[config.mk]
export PLATFORM = sky130hd
export DESIGN_NAME = ko_tracker
export DESIGN_NICKNAME = d
export VERILOG_FILES = /design/src/rtl/ko_tracker.sv
export SDC_FILE = /design/constraint.sdc
export NUM_CORES = 1
export LEC_CHECK = 0
export CAP_MARGIN = 20
export CELL_PAD_IN_SITES_DETAIL_PLACEMENT = 0
export CELL_PAD_IN_SITES_GLOBAL_PLACEMENT = 1
export CORE_MARGIN = 4
export CORE_UTILIZATION = 37
export CTS_BUF_LIST = sky130_fd_sc_hd__clkbuf_8
export CTS_CLUSTER_SIZE = 20
export DETAILED_ROUTE_END_ITERATION = 8
export PLACE_DENSITY = 0.9
export SYNTH_ARGS = -nofsm -noshare
export SYNTH_HDL_FRONTEND = slang
export SYNTH_SLANG_ARGS = --single-unit
[constraint.sdc]
create_clock -name clock -period 2.4 [get_ports clock]
set_input_delay 0.48 -clock clock [delete_from_list [all_inputs] [get_ports clock]]
set_output_delay 0.48 -clock clock [all_outputs]
set_load 0.02 [all_outputs]
[src/rtl/ko_tracker.sv]
// ko_tracker: per-player stock and respawn tracker driven by packed physics positions.
// Counts sustained blast-zone exits, decrements lives and sequences respawn/invulnerability windows.
module ko_tracker #(
    parameter logic [15:0] X_MIN          = 16'h0010,
    parameter logic [15:0] X_MAX          = 16'h0270,
    parameter logic [15:0] Y_MIN          = 16'h0008,
    parameter logic [15:0] Y_MAX          = 16'h01D0,
    parameter logic [15:0] START_LIVES    = 16'd3,
    parameter int unsigned CONFIRM        = 4,
    parameter logic [31:0] RESPAWN_CYCLES = 32'd50000000,
    parameter logic [31:0] INVULN_CYCLES  = 32'd100000000
) (
    input  logic        clock,
    input  logic        reset,
    input  logic        enable,
    input  logic        new_game,
    input  logic [31:0] pos_in,
    output logic [31:0] lives,
    output logic        ko_pulse,
    output logic        respawn,
    output logic        invuln,
    output logic        game_over,
    output logic [1:0]  state_dbg
);
    typedef enum logic [1:0] {
        ALIVE     = 2'b00,
        RESPAWN   = 2'b01,
        INVULN    = 2'b10,
        GAME_OVER = 2'b11
    } state_e;
    localparam int CW = (CONFIRM > 1) ? $clog2(CONFIRM) : 1;
    localparam logic [CW-1:0] CNT_LAST = CW'(CONFIRM - 1);
    state_e        state_q, state_d;
    logic [15:0]   lives_q, lives_d;
    logic [CW-1:0] cnt_q, cnt_d;
    logic [31:0]   timer_q, timer_d;
    logic          ko_q, ko_d;
    logic          oob, counting, windowed, timer_last, ko;
    assign oob = (pos_in[31:16] < X_MIN) | (pos_in[31:16] > X_MAX) |
                 (pos_in[15:0] < Y_MIN) | (pos_in[15:0] > Y_MAX);
    assign counting   = (state_q == ALIVE) | (state_q == INVULN);
    assign windowed   = (state_q == RESPAWN) | (state_q == INVULN);
    assign timer_last = windowed &
                        (timer_q == ((state_q == RESPAWN) ? RESPAWN_CYCLES : INVULN_CYCLES) - 32'd1);
    assign ko = enable & counting & oob & (cnt_q == CNT_LAST);
    always_ff @(posedge clock) begin
        if (!reset) begin
            state_q <= ALIVE;
            lives_q <= START_LIVES;
            cnt_q   <= '0;
            timer_q <= '0;
            ko_q    <= 1'b0;
        end else begin
            state_q <= state_d;
            lives_q <= lives_d;
            cnt_q   <= cnt_d;
            timer_q <= timer_d;
            ko_q    <= ko_d;
        end
    end
    // A KO outranks window expiry, so a KO inside INVULN cuts the window short.
    always_comb begin
        state_d = new_game ? ALIVE :
                  !enable  ? state_q :
                  ko       ? ((lives_q > 16'd1) ? RESPAWN : GAME_OVER) :
                  (timer_last && state_q == RESPAWN) ? INVULN :
                  (timer_last && state_q == INVULN)  ? ALIVE : state_q;
    end
    always_comb begin
        timer_d = new_game ? '0 :
                  !enable  ? timer_q :
                  (ko || timer_last || !windowed) ? '0 : timer_q + 32'd1;
        cnt_d   = new_game ? '0 :
                  !enable  ? cnt_q :
                  (counting && oob && !ko) ? cnt_q + CW'(1) : '0;
        lives_d = new_game ? START_LIVES :
                  (ko && lives_q != 16'd0) ? lives_q - 16'd1 : lives_q;
        ko_d    = ko & ~new_game;
    end
    always_comb begin
        lives     = {16'h0000, lives_q};
        ko_pulse  = ko_q;
        respawn   = state_q == RESPAWN;
        invuln    = state_q == INVULN;
        game_over = state_q == GAME_OVER;
        state_dbg = state_q;
    end
endmodule

==> impl_results.md <==
* Area grow syn2layout at 37.95%
* Worst Skew at 0.005301 ns
* Most frequent cells in the layout: nor2_1 (53), dfxtp_1 (51), clkdlybuf4s50_1 (51)
* Post-Synthesis Cells at 330
* Die width at 96.16 um
* CTS tree: built
* Hold slack at 0.4964 ns
* Clock buffer count from CTS at 5
* Yosys warns at 0
* Synth Flop Type: dfxtp_1
* CTS root buf: clkbuf_8
* Die Footprint at approximately 0.0092 sq mm
* Synth Area in Adders at 3.481%
* First-pass DRT Iterations at 4
* Vias at 2,576
* Final worst setup slack at 0.08898 ns
* CTS Sinks at between 50 and 60
* Initial antenna violation count at 0
* Total Routed Length at 6989 um
* Final hold vios at 0
* CP Class: primary input to register
* Register area share after synthesis at 36.90%
* Vias in the first global route at 2,518
* I/O pin count at 74
* Mux cell area share after synthesis at 0%
* Area share of the largest cell type after synthesis at between 30% and 40%
* Nets at 463
* Clock buffer depth at 2
* Synth Area in Simple Gates at 32.07%
* Input/output buffers at 57
* EDFF count, synth at 0
* Max Cap Viol at 0
* Total inserted antenna cells at 0
* Slowest cell on the critical path: or4_4
* Worst endpoint data arrival time at around 2.5 ns
* Max incr delay on CP at around 0.44 ns
* Hold Crit Class: register to register
* Starting Density at 38.81%
* DRC viols at 0
* Largest family of logic cells by synthesized area: simple AND/OR/NAND/NOR gates
* H-tree depth at 2
* Largest net degree at the start of global routing at 30
* Crit-path max FO at 7
* LEAKAGE at roughly 1.5 nW
* DR iter-0 viols at 53
* Max frequency at 432.7 MHz
* Final setup vio count at 0
* Placed wire-length estimate at 5113 um
* Commonest non-fill, non-tap cell in the layout: nor2_1
* Clock latency on the worst-skew pair at roughly 0.3 ns
* Synth Area in Compound Gates at 9.574%
* Detail-routed via count per cell at 4.963
* PwrDens at 416.8 mW/mm^2
* #FFs+latches synth at 53
* Routed len/inst at 13.47 um
* Layout cells sized above 1 at between 10% and 20%
* Clock transition at the registers of the reported paths at 0.09 ns
* GR Overflow Total at 0
* Unrepaired setup endpoints after global routing: yes
* CP Launch Type: primary input
* Status: completed
* Routed Antenna Nets at 0
* Mean Syn Cell Area at 8.713 sq um
* Placeable Area at around 0.0074 sq mm
* Post-route minimum period at between 2 and 2.5 ns
* Final Slew Violations at 0
* Die Ht at a little under 100 um
* Fin crit share at a little over nine tenths
* Cell Chain, Critical Path: clkdlybuf4s50_1, or4_4, nor3_4, nor4_4, a21oi_4, nor2_4, o21ai_4, clkbuf_16, nor2_1
* First-pass GRT wire length at 10,980 um
* CP Capture Type: register
* # rows at 31
* Area contributors post-synth: dfxtp_1 (37%), xor2_1 (8.8%), nor2_1 (7.0%)
* Maximum vdd drop at 0.0002158 V
* Final setup TNS at 0 ns
* Post-place setup slack at -0.2981 ns
* Post-synth ARST share at 0%
* Cell variety after synth at 50
* Hold_buf cts at 0
* Area leader, netlist: dfxtp_1
* Synth Cell Area at roughly 0.0029 sq mm
* GP Congestion at ~0.86
* Gr usage total at ~14%
* XOR/XNOR share of the synthesized area at 11.27%
* Critical Path RT at 2.60 ns
synth_stat cells, types with 2 or more instances:
master / instances
or3_1: 4
nor3_1: 6
xor2_1: 29
ha_1: 8
and3_1: 7
nor4bb_1: 3
or4_1: 5
nand3_1: 25
nand2_1: 24
nor2_1: 54
a21oi_1: 10
and4_1: 2
a31oi_1: 2
nand4_1: 8
o21ai_0: 6
xnor2_1: 8
dfxtp_1: 53
or4_4: 3
nand4b_1: 4
nor3_4: 3
nand2b_1: 2
a211oi_1: 2
and2_1: 2
buf_4: 17
nor4_1: 5
inv_1: 9
clkbuf_1: 3
o211ai_1: 4
path summary, 6_finish.rpt:
check	depth (start not counted)	endpoint	from	slack (ns)
min	2	timer_q[1]	timer_q[1]	0.50
max reg2reg	8	timer_q[5]	timer_q[18]	0.09
min reg2reg	2	timer_q[1]	timer_q[1]	0.50
max	9	timer_q[5]	pos_in[7]	0.09
power breakdown:
part,switching (mW),internal [mW]
logic,0.0694,0.0789
registers,0.000666,0.880
clock network,0.289,0.336
total,0.359,1.29
metrics by stage:
stage               util (%)  instances  power [mW]  instance area (sq um)
finish                 53.54        519       1.653                   3966
global route           53.54        519       1.709                   3966
CTS                    51.49        514       1.662                   3815
detailed placement     49.92        506       1.040                   3699
global placement       49.92        506       1.037                   3699
floorplan                  -        345      0.9736                   2944
worst max-delay path: cells and delay by family:
family	cells	cell delay, ns
AND/OR/NAND/NOR	5	0.87
buffers and inverters	2	0.64
AO/OA/AOI/OAI	2	0.52
cells by family (layout without fill, tap and decap cells):
kind of cell / count (synthesis) / count (layout)
simple gates: 166 / 166
other cells: 1 / 16
xor+xnor: 37 / 37
compound gates: 34 / 34
flops: 53 / 53
fa+ha+maj: 8 / 8
buf+inv: 31 / 106
timing repair:
action,in CTS,in global routing
hold endpoints to repair,0,0
endpoints found under the setup margin,0,40
resized for setup,0,18
setup buffers,0,2
per-layer routing:
layer,GRT usage (%),vias up,share of wire (%)
met4,3.199,0,1.1
met2,26.85,58,51
li1,-,1304,-
met5,0,-,0
met3,2.737,11,5.4
met1,17.14,1203,42
registers in the layout, indices dropped and copies added, names as in the netlist:
signal and cells:
lives_q 16, ko_pulse 1, cnt_q 2, timer_q 32
state_dbg 2
final cells by class:
type | count | area (sq um)
repair buffers | 89 | 877.1
clock buffers | 6 | 82.58
multi-input cells | 261 | 1749
clock inverters | 2 | 33.78
well taps | 99 | 123.9
inverters | 9 | 36.28
flip-flops and latches | 53 | 1064
fillers | 696 | 3442
Power figures use the tool's default switching activity.
